==> src/rtl/lcd_pkg.sv <==
// Shared mode encodings, colour-bar table and width helper for the LCD timing generator.
// Pure declarations: no logic, no latency, no flow control.
package lcd_pkg;

    typedef enum logic [1:0] {
        BARS  = 2'd0,
        GRID  = 2'd1,
        GRAD  = 2'd2,
        SOLID = 2'd3
    } lcd_mode_e;

    // Returns {R,G,B} on/off for bar 0 (leftmost) .. bar 7 (rightmost).
    function automatic logic [2:0] bar_rgb(input logic [2:0] idx);
        logic [2:0] rgb;
        case (idx)
            3'd0:    rgb = 3'b111; // white
            3'd1:    rgb = 3'b110; // yellow
            3'd2:    rgb = 3'b011; // cyan
            3'd3:    rgb = 3'b010; // green
            3'd4:    rgb = 3'b101; // magenta
            3'd5:    rgb = 3'b100; // red
            3'd6:    rgb = 3'b001; // blue
            default: rgb = 3'b000; // black
        endcase
        return rgb;
    endfunction

    // Bits needed to hold 0..n-1, never less than one.
    function automatic int clog2w(input int n);
        return (n <= 2) ? 1 : $clog2(n);
    endfunction

endpackage

==> src/rtl/lcd_pattern_gen.sv <==
// Combinational test-pattern source: maps (x', y, mode, solid colour) to RGB.
// Zero latency, no flow control; the parent registers the result with de/sync.
module lcd_pattern_gen
    import lcd_pkg::*;
#(
    parameter int H_ACTIVE = 800,
    parameter int XW       = 10,
    parameter int YW       = 9,
    parameter int R_W      = 5,
    parameter int G_W      = 6,
    parameter int B_W      = 5
) (
    input  logic [XW-1:0]          x,
    input  logic [YW-1:0]          y,
    input  logic [1:0]             mode,
    input  logic [R_W+G_W+B_W-1:0] solid_rgb,
    output logic [R_W-1:0]         r,
    output logic [G_W-1:0]         g,
    output logic [B_W-1:0]         b
);

    localparam int BAR_W = H_ACTIVE / 8;

    logic [2:0] bar_idx;
    logic [2:0] bar_on;
    logic       grid_on;

    // Bar index by threshold compare; anything past bar 6 lands in bar 7, which absorbs the remainder.
    always_comb begin
        bar_idx = 3'd0;
        for (int k = 1; k < 8; k++) begin
            if (32'(x) >= 32'(k * BAR_W)) bar_idx = 3'(k);
        end
    end

    assign bar_on  = bar_rgb(bar_idx);
    assign grid_on = (5'(x) == 5'd0) || (5'(y) == 5'd0);

    always_comb begin
        r = '0;
        g = '0;
        b = '0;
        case (lcd_mode_e'(mode))
            BARS: begin
                r = {R_W{bar_on[2]}};
                g = {G_W{bar_on[1]}};
                b = {B_W{bar_on[0]}};
            end
            GRID: begin
                r = {R_W{grid_on}};
                g = {G_W{grid_on}};
                b = {B_W{grid_on}};
            end
            GRAD: begin
                r = R_W'(32'(x) >> 3);
                g = G_W'(32'(y) >> 3);
                b = B_W'((32'(x) + 32'(y)) >> 3);
            end
            SOLID: begin
                r = solid_rgb[R_W+G_W+B_W-1 -: R_W];
                g = solid_rgb[G_W+B_W-1 -: G_W];
                b = solid_rgb[B_W-1:0];
            end
            default: ;
        endcase
    end

endmodule

==> src/rtl/lcd_timing_gen.sv <==
// RGB LCD raster timing generator with test patterns; all pins registered, 1 clk from counters, no backpressure (en=0 parks the raster).
// Optional LCD_TP_SCROLL_EN: pattern x is offset by a per-frame counter so patterns scroll left 1 px/frame.
module lcd_timing_gen
    import lcd_pkg::*;
#(
    parameter int H_ACTIVE = 800,
    parameter int H_FP     = 40,
    parameter int H_SYNC   = 48,
    parameter int H_BP     = 40,
    parameter int V_ACTIVE = 480,
    parameter int V_FP     = 13,
    parameter int V_SYNC   = 3,
    parameter int V_BP     = 29,
    parameter int HS_POL   = 0,
    parameter int VS_POL   = 0,
    parameter int R_W      = 5,
    parameter int G_W      = 6,
    parameter int B_W      = 5
) (
    input  logic                            clk,
    input  logic                            rst,
    input  logic                            en,
    input  logic [1:0]                      mode,
    input  logic [R_W+G_W+B_W-1:0]          solid_rgb,
    output logic                            lcd_de,
    output logic                            lcd_hsync,
    output logic                            lcd_vsync,
    output logic [R_W-1:0]                  lcd_r,
    output logic [G_W-1:0]                  lcd_g,
    output logic [B_W-1:0]                  lcd_b,
    output logic [clog2w(H_ACTIVE)-1:0]     pix_x,
    output logic [clog2w(V_ACTIVE)-1:0]     pix_y,
    output logic                            frame_start,
    output logic [15:0]                     frame_cnt
);

    localparam int   H_TOTAL = H_ACTIVE + H_FP + H_SYNC + H_BP;
    localparam int   V_TOTAL = V_ACTIVE + V_FP + V_SYNC + V_BP;
    localparam int   XW      = clog2w(H_ACTIVE);
    localparam int   YW      = clog2w(V_ACTIVE);
    localparam int   HW      = clog2w(H_TOTAL);
    localparam int   VW      = clog2w(V_TOTAL);
    localparam int   RGB_W   = R_W + G_W + B_W;
    localparam logic HS_ACT  = 1'(HS_POL);
    localparam logic VS_ACT  = 1'(VS_POL);

    if (H_ACTIVE < 8 || H_FP < 1 || H_SYNC < 1 || H_BP < 1 ||
        V_ACTIVE < 1 || V_FP < 1 || V_SYNC < 1 || V_BP < 1) begin : g_bad_params
        $error("lcd_timing_gen: timing parameters must be >= 1 and H_ACTIVE >= 8");
    end

    logic [HW-1:0]    h_cnt;
    logic [VW-1:0]    v_cnt;
    logic             h_last, v_last, frame_first, frame_wrap;
    logic             h_act, v_act, de_c, hs_c, vs_c;
    logic [1:0]       mode_q, mode_eff;
    logic [RGB_W-1:0] solid_q, solid_eff;
    logic [XW-1:0]    x_raw, x_pat;
    logic [YW-1:0]    y_raw;
    logic [R_W-1:0]   pat_r;
    logic [G_W-1:0]   pat_g;
    logic [B_W-1:0]   pat_b;

    assign h_last      = (h_cnt == HW'(H_TOTAL - 1));
    assign v_last      = (v_cnt == VW'(V_TOTAL - 1));
    assign frame_first = (h_cnt == '0) && (v_cnt == '0);
    assign frame_wrap  = h_last && v_last;
    assign h_act       = (h_cnt < HW'(H_ACTIVE));
    assign v_act       = (v_cnt < VW'(V_ACTIVE));
    assign hs_c        = (h_cnt >= HW'(H_ACTIVE + H_FP)) && (h_cnt < HW'(H_ACTIVE + H_FP + H_SYNC));
    assign vs_c        = (v_cnt >= VW'(V_ACTIVE + V_FP)) && (v_cnt < VW'(V_ACTIVE + V_FP + V_SYNC));
    assign de_c        = h_act && v_act;
    assign x_raw       = h_act ? h_cnt[XW-1:0] : '0;
    assign y_raw       = v_act ? v_cnt[YW-1:0] : '0;

    // Pixel (0,0) is generated in the same cycle mode/colour are latched, so bypass the latch there.
    assign mode_eff  = frame_first ? mode      : mode_q;
    assign solid_eff = frame_first ? solid_rgb : solid_q;

    always_ff @(posedge clk or negedge rst) begin
        if (!rst) begin
            h_cnt <= '0;
            v_cnt <= '0;
        end else if (!en) begin
            h_cnt <= '0;
            v_cnt <= '0;
        end else if (h_last) begin
            h_cnt <= '0;
            v_cnt <= v_last ? '0 : v_cnt + 1'b1;
        end else begin
            h_cnt <= h_cnt + 1'b1;
        end
    end

    always_ff @(posedge clk or negedge rst) begin
        if (!rst) begin
            mode_q    <= BARS;
            solid_q   <= '0;
            frame_cnt <= '0;
        end else if (en) begin
            if (frame_first) begin
                mode_q  <= mode;
                solid_q <= solid_rgb;
            end
            if (frame_wrap) frame_cnt <= frame_cnt + 16'd1;
        end
    end

`ifdef LCD_TP_SCROLL_EN
    logic [XW-1:0] offset;
    logic [XW:0]   x_sum;

    assign x_sum = {1'b0, x_raw} + {1'b0, offset};
    assign x_pat = (x_sum >= (XW+1)'(H_ACTIVE)) ? XW'(x_sum - (XW+1)'(H_ACTIVE)) : x_sum[XW-1:0];

    always_ff @(posedge clk or negedge rst) begin
        if (!rst) begin
            offset <= '0;
        end else if (!en) begin
            offset <= '0;
        end else if (frame_wrap) begin
            offset <= (offset == XW'(H_ACTIVE - 1)) ? '0 : offset + 1'b1;
        end
    end
`else
    assign x_pat = x_raw;
`endif

    lcd_pattern_gen #(
        .H_ACTIVE (H_ACTIVE),
        .XW       (XW),
        .YW       (YW),
        .R_W      (R_W),
        .G_W      (G_W),
        .B_W      (B_W)
    ) u_pattern (
        .x         (x_pat),
        .y         (y_raw),
        .mode      (mode_eff),
        .solid_rgb (solid_eff),
        .r         (pat_r),
        .g         (pat_g),
        .b         (pat_b)
    );

    always_ff @(posedge clk or negedge rst) begin
        if (!rst) begin
            lcd_de                 <= 1'b0;
            lcd_hsync              <= ~HS_ACT;
            lcd_vsync              <= ~VS_ACT;
            {lcd_r, lcd_g, lcd_b}  <= '0;
            pix_x                  <= '0;
            pix_y                  <= '0;
            frame_start            <= 1'b0;
        end else if (!en) begin
            lcd_de                 <= 1'b0;
            lcd_hsync              <= ~HS_ACT;
            lcd_vsync              <= ~VS_ACT;
            {lcd_r, lcd_g, lcd_b}  <= '0;
            pix_x                  <= '0;
            pix_y                  <= '0;
            frame_start            <= 1'b0;
        end else begin
            lcd_de                 <= de_c;
            lcd_hsync              <= hs_c ? HS_ACT : ~HS_ACT;
            lcd_vsync              <= vs_c ? VS_ACT : ~VS_ACT;
            {lcd_r, lcd_g, lcd_b}  <= de_c ? {pat_r, pat_g, pat_b} : '0;
            pix_x                  <= x_raw;
            pix_y                  <= y_raw;
            frame_start            <= frame_first;
        end
    end

endmodule

==> config.mk <==
export PLATFORM = sky130hd
export DESIGN_NAME = lcd_timing_gen
export DESIGN_NICKNAME = d
export VERILOG_FILES = /design/src/rtl/lcd_pkg.sv /design/src/rtl/lcd_pattern_gen.sv /design/src/rtl/lcd_timing_gen.sv
export SDC_FILE = /design/constraint.sdc
export NUM_CORES = 1
export LEC_CHECK = 0
export ABC_AREA = 1
export BUFFER_PORTS_ARGS = -buffer_cell sky130_fd_sc_hd__buf_2
export CORE_MARGIN = 2
export CORE_UTILIZATION = 62
export DETAILED_ROUTE_END_ITERATION = 7
export MAX_ROUTING_LAYER = met4
export PLACE_DENSITY_LB_ADDON = 0.3
export SYNTH_ARGS = -nofsm -noshare
export SYNTH_HDL_FRONTEND = slang
export SYNTH_SLANG_ARGS = --single-unit
==> constraint.sdc <==
create_clock -name clk -period 3.9 [get_ports clk]
set_input_delay 0.78 -clock clk [delete_from_list [all_inputs] [get_ports clk]]
set_output_delay 0.78 -clock clk [all_outputs]
set_load 0.01 [all_outputs]
* Word level (Yosys, flattened, before mapping) *
Cells that the tools add are included.

operators by class
  order comparisons = 13
  eq/ne operators = 12
  $add $sub $neg = 4
  reductions and logical operators = 13
  muxes and demuxes = 32

operators by type and width
  cell                                                                                   count
  10-bit two-way mux                                                                     7
  10-bit by 9-bit greater-or-equal comparator with 1-bit output (second input constant)  4
  5-bit case mux with 4 select lines                                                     2
  16-bit two-way mux                                                                     2
  10-bit greater-or-equal comparator (second input constant)                             3
  6-bit case mux with 4 select lines                                                     1
  3-bit case mux with 7 select lines                                                     1
  10-bit by 1-bit adder with 10-bit output (second input constant)                       2
  10-bit equality test (second input constant)                                           2
  10-bit logical NOT                                                                     2
  10-bit less-than comparator (second input constant)                                    2
  10-bit by 9-bit less-than comparator with 1-bit output (second input constant)         2
  3-bit two-way mux                                                                      6
  9-bit two-way mux                                                                      2
  16-bit by 1-bit adder with 16-bit output (second input constant)                       1
  10-bit by 7-bit greater-or-equal comparator with 1-bit output (second input constant)  1
  10-bit by 8-bit greater-or-equal comparator with 1-bit output (second input constant)  1
  5-bit logical NOT                                                                      2
  5-bit two-way mux                                                                      2
  3-bit equality test (second input constant)                                            3
  8-bit adder                                                                            1
  1-bit two-way mux                                                                      7
  3-bit by 2-bit equality test with 1-bit output (second input constant)                 2
  6-bit two-way mux                                                                      1
  other kinds (10)                                                                       15

word-level totals
  output and inout bits = 55
  register bits = 93
  logic and storage cells = 88
  input port bits = 21

* Depth between registers and ports, before layout *
  depth in word-level cells = 15
  gate-level depth with buffers = 21
  gate-level depth less buffers = 19

* Cells and area by module *
From an unflattened synthesis, not the netlist that was laid out.

second synthesis, totals
  cells, all modules = 790
  area, all modules = 5605.4 sq um

by module, submodules not included
  module           times used  sequential area each (sq um)  area an instance (sq um)  cells an instance
  lcd_timing_gen   1           2329.7                        4718.3                    597
  lcd_pattern_gen  1           0.0                           887.1                     193

* Worst setup path after synthesis *
No wires, ideal clock.

  path kind = reg2reg
  start = register h_cnt[8]
  end = register lcd_b[4]
  setup time = 0.113 ns
  period minus slack after synthesis = 2.170 ns
  slack = 1.730 ns
  buffers on the path = 1
  required time = 3.787 ns
  arrival = 2.057 ns
  stages on the path, launching flop included = 21
  cell sequence = dfrtp_1 > nand2_2 > inv_2 > nand2_2 > buf_6 > inv_1 > nor2_1 > ha_1 > nand2_1 > inv_1 > nand3_1 > o21bai_1 > nand2_1 > nand2_1 > nand3_1 > nand2_1 > nand2_1 > nand3_1 > nand2_1 > nand2_1 > inv_1

on the way
  longest elaborated chain between the ends = 15
  elaborated cells on any way between the ends = 39
  those cells by class = 1 x add/sub; 8 x order compare; 9 x eq/ne; 14 x mux; 7 x reduce/logical

ends and longest elaborated chain
  element                                                        RTL line               text
  from (decl)                                                    lcd_timing_gen.sv:52   logic [HW-1:0] h_cnt;
  from (signal assigned)                                         lcd_timing_gen.sv:91   h_cnt <= h_cnt + 1'b1;
  10-bit less-than comparator                                    lcd_timing_gen.sv:68   assign h_act = (h_cnt < HW'(H_ACTIVE));
  10-bit two-way mux                                             lcd_timing_gen.sv:73   assign x_raw = h_act ? h_cnt[XW-1:0] : '0;
  10-bit by 7-bit greater-or-equal comparator with 1-bit output  lcd_pattern_gen.sv:32  if (32'(x) >= 32'(k * BAR_W)) bar_idx = 3'(k);
  1-bit two-way mux                                              lcd_pattern_gen.sv:32
  3-bit two-way mux (6 in series)                                lcd_pattern_gen.sv:32
  3-bit equality test, or another cell as far along              lcd_pkg.sv:15          case (idx)
  3-bit case mux with 7 select lines                             lcd_pkg.sv:15
  5-bit case mux with 4 select lines                             lcd_pattern_gen.sv:43  case (lcd_mode_e'(mode))
  16-bit two-way mux (*)                                         lcd_timing_gen.sv:167  {lcd_r, lcd_g, lcd_b} <= de_c ? {pat_r, pat_g, pat_b} : '0;
  5-bit two-way mux (*)                                          lcd_timing_gen.sv:155  end else if (!en) begin
  to (signal assigned)                                           lcd_timing_gen.sv:167
  to (decl)                                                      lcd_timing_gen.sv:30   output logic [B_W-1:0] lcd_b,

Mark *: on every way between the ends. The rest lies on a longest branch, timed or not.
A chain may end at the register's enable or synchronous reset.

* Final worst setup path *
  start = register v_cnt[0]
  end = register lcd_g[0]

on the way
  longest elaborated chain between the ends = 7
  elaborated cells on any way between the ends = 16
  those cells by class = 1 x order compare; 3 x eq/ne; 6 x mux; 6 x reduce/logical

ends and longest elaborated chain
  element                                                                                              RTL line                                    text
  from (decl)                                                                                          lcd_timing_gen.sv:53                        logic [VW-1:0] v_cnt;
  from (signal assigned)                                                                               lcd_timing_gen.sv:89                        v_cnt <= v_last ? '0 : v_cnt + 1'b1;
  10-bit by 9-bit less-than comparator with 1-bit output / 10-bit logical NOT (equally long branches)  lcd_timing_gen.sv:69, lcd_timing_gen.sv:66
  9-bit two-way mux / 1-bit logical AND (equally long branches)                                        lcd_timing_gen.sv:74, lcd_timing_gen.sv:66
  5-bit logical NOT / 2-bit two-way mux (equally long branches)                                        -
  1-bit logical OR, or another cell as far along                                                       lcd_pattern_gen.sv:37                       assign grid_on = (5'(x) == 5'd0) || (5'(y) == 5'd0);
  6-bit case mux with 4 select lines                                                                   lcd_pattern_gen.sv:43
  16-bit two-way mux (*)                                                                               lcd_timing_gen.sv:167
  6-bit two-way mux (*)                                                                                lcd_timing_gen.sv:155
  to (signal assigned)                                                                                 lcd_timing_gen.sv:167
  to (decl)                                                                                            lcd_timing_gen.sv:29                        output logic [G_W-1:0] lcd_g,

Marked as above.

==> impl_metrics.tcl <==
set metrics [dict create \
    required_ns 4.20 \
    period_needed_ns 2.77 \
    cp.depth 14 \
    power.total_mw 1.97 \
    criticalPathCategory "register to register" \
    worstSkewPairLatency_ns 0.36 \
    hold_viol 0 \
    grt_overflow 0 \
    wl_um 12100 \
    nFillCells 642 \
    cts_setup_buffers 0 \
    fin_setup_tns_ns 0 \
    start_kind "register" \
    routed-wl-met3_um 762 \
    max_freq_ghz 0.361 \
    area_delta_synth_final_pct 12.5 \
    dp_hpwl_um 9320 \
    highest_layer "met4" \
    drcViolationCount 0 \
    tightestPinTransition_ns 0.819 \
    cts_tree "built" \
    synth.top_cells.by_area "dfrtp_1 (45%), nand2_1 (11%), nor2_1 (7.4%)" \
    r2r_cells 14 \
    yosysWarnings 0 \
    grt_pass1_vias 4289 \
    multi_input_area_um2 2280 \
    grt_max_degree 67 \
    place.gp.congestion 0.978 \
    seqCellArea_um2 2330 \
    max-vdd-ir-drop_mv 0.225 \
    synthMostInstantiatedCell "nand2_1" \
    ant_nets 0 \
    root_buffer "clkbuf_8" \
    vias 4703 \
    critPathArrivalTime_ns 3.07 \
    whs_ns 0.497 \
    initial_core_util 0.644 \
    port_buffers 75 \
    wl_met1_um 5320 \
    fin_skew_ns 0.0115 \
    setup_viol 0 \
    p_leak_nw 3.05 \
    synth_top_cell_area_share 0.453 \
    htree_levels 3 \
    die_y_um 94.1 \
    synth_seq_area_share 0.463 \
    synth-async-reset-ratio 1.00 \
    rsz0062_at_grt "no" \
    end_kind "register" \
    dp_slack_ns 1.10 \
    synthDistinctLibCells 39 \
    critPathMaxStageDelay_ns 0.45 \
    antennaDiodeCount 0 \
    core_area_um2 7810 \
    final_max_slew_viol_count 0 \
    synthFlopType "dfrtp_1" \
    cts-resized-gates 0 \
    nets 768 \
    fin_crit_sh 0.710 \
    wl_met2_um 5800 \
    drtIter0Drc 326 \
    cts_max_path_buffers 2 \
    power.density_nw_per_um2 349 \
    worst_path_max_delay_cell "dfrtp_1" \
    synth-seq-cells 93 \
    setup_ws_ns 1.13 \
    wire_per_inst_um 14.4 \
    cts_sinks 93 \
    cp_num_buf_inv 4 \
    die_x_um 94.1 \
    status "finished, final reports clean" \
    dr.pass1.iters 5 \
    drive_gt1_frac 0.170 \
    netlist_area_um2 5030 \
    max-cap-violations 0 \
    ys_top_cells_by_count "nand2_1 (142), nor2_1 (99), dfrtp_1 (91)" \
    antenna_found_initial 0 \
    grt.total_usage 0.292 \
    cpLargestDelayFamily "simple AND/OR/NAND/NOR gates" \
    cts_made_buffers 9 \
    yosys.area.top_type "dfrtp_1" \
    cts.clk_slew.worst_paths_ns 0.09 \
    hold_buffers 0 \
    io-pin-count 76 \
    vias_per_cell 5.57 \
    avgSynthCellArea_um2 7.61 \
    cp_max_fo 23 \
    syn-num-nets 691 \
    dieArea_um2 8850 \
    netlist_instances 661 \
    rows 32 \
    grt_pass1_wl_um 19800 \
    hold_path_class "input pin to async pin" \
    synth_edf_count 0 \
    slew-limit-headroom 0.454 \
    crit_chain "inv_1 > ha_1 > nand4_1 > nor2_1 > nand3_2 > inv_2 > nand2_1 > nand2_4 > nand2_4 > inv_2 > o211ai_1 > nand3_1 > nand3_1 > inv_1" \
]
## cells in the final DEF, fill, tap and decap left out, drive strengths merged, types with 2 or more instances in the layout
cell,count
clkbuf,11
inv,93
dfrtp,91
o22ai,2
clkinv,2
dfstp,2
buf,79
nand4,14
nand2,150
nor2,105
a21oi,48
nor3,25
o21ai,42
nand3,34
o21bai,2
xnor2,9
xor2,9
nor4,6
a31oi,2
ha,9
## per-layer routing
metal / vias to the layer above / global-route usage
met2: 200 / 0.466
li1: 2274 / -
met5: - / -
met1: 2196 / 0.393
met4: 0 / 0.0845
met3: 33 / 0.0449
## cell type report
type / count / area share
Clock buffer: 11 / 0.0232
Clock inverter: 5 / 0.00619
Inverter: 91 / 0.0608
Multi-Input combinational cell: 464 / 0.403
Sequential cell: 93 / 0.412
Tap cell: 102 / 0.0226
Timing Repair Buffer: 79 / 0.0721
## sequential cells by signal, summed over array words and instances, names as in the netlist
| name | count |
|---|---|
| solid_q | 16 |
| v_cnt | 10 |
| frame_start | 1 |
| lcd_r | 5 |
| lcd_de | 1 |
| h_cnt | 10 |
| pix_x | 10 |
| pix_y | 9 |
| lcd_vsync | 1 |
| lcd_hsync | 1 |
| mode_q | 2 |
| frame_cnt | 16 |
| lcd_b | 5 |
| lcd_g | 6 |
## report_power, final
group          total (mW)  switching [mW]  internal [mW]
logic               0.337           0.225          0.112
registers            1.07          0.0354           1.04
clock network       0.563           0.328          0.235
total                1.97           0.588           1.38
## per-stage QoR
step,utilization,instance area (um2),instances
2_1_floorplan,-,5030,661
3_5_place_dp,0.702,5480,828
6_report,0.724,5660,845
3_3_place_gp,0.702,5480,828
5_1_grt,0.724,5660,845
4_1_cts,0.723,5650,844
## worst paths after layout
check	end	start	slack, ns
min in group clk	solid_q[1]	solid_q[1]	0.50
hold / removal	frame_cnt[10]	rst	0.50
setup reg to reg	lcd_g[0]	v_cnt[0]	1.13
max in group asynchronous	lcd_vsync	rst	2.61
setup / recovery	lcd_g[0]	v_cnt[0]	1.13
hold reg to reg	solid_q[1]	solid_q[1]	0.50
## logic make-up (layout without fill, tap and decap cells)
group | Yosys count | in the layout | share of synthesized area
and+or+nand+nor | 336 | 336 | 0.291
DFF | 93 | 93 | 0.463
buffers and inverters | 104 | 186 | 0.0834
AOI/OAI and AO/OA | 101 | 101 | 0.109
xor gates and xnor gates | 18 | 18 | 0.0314
adders and majority gates | 9 | 9 | 0.0224
Note: power is estimated with default switching activity, not from simulation.
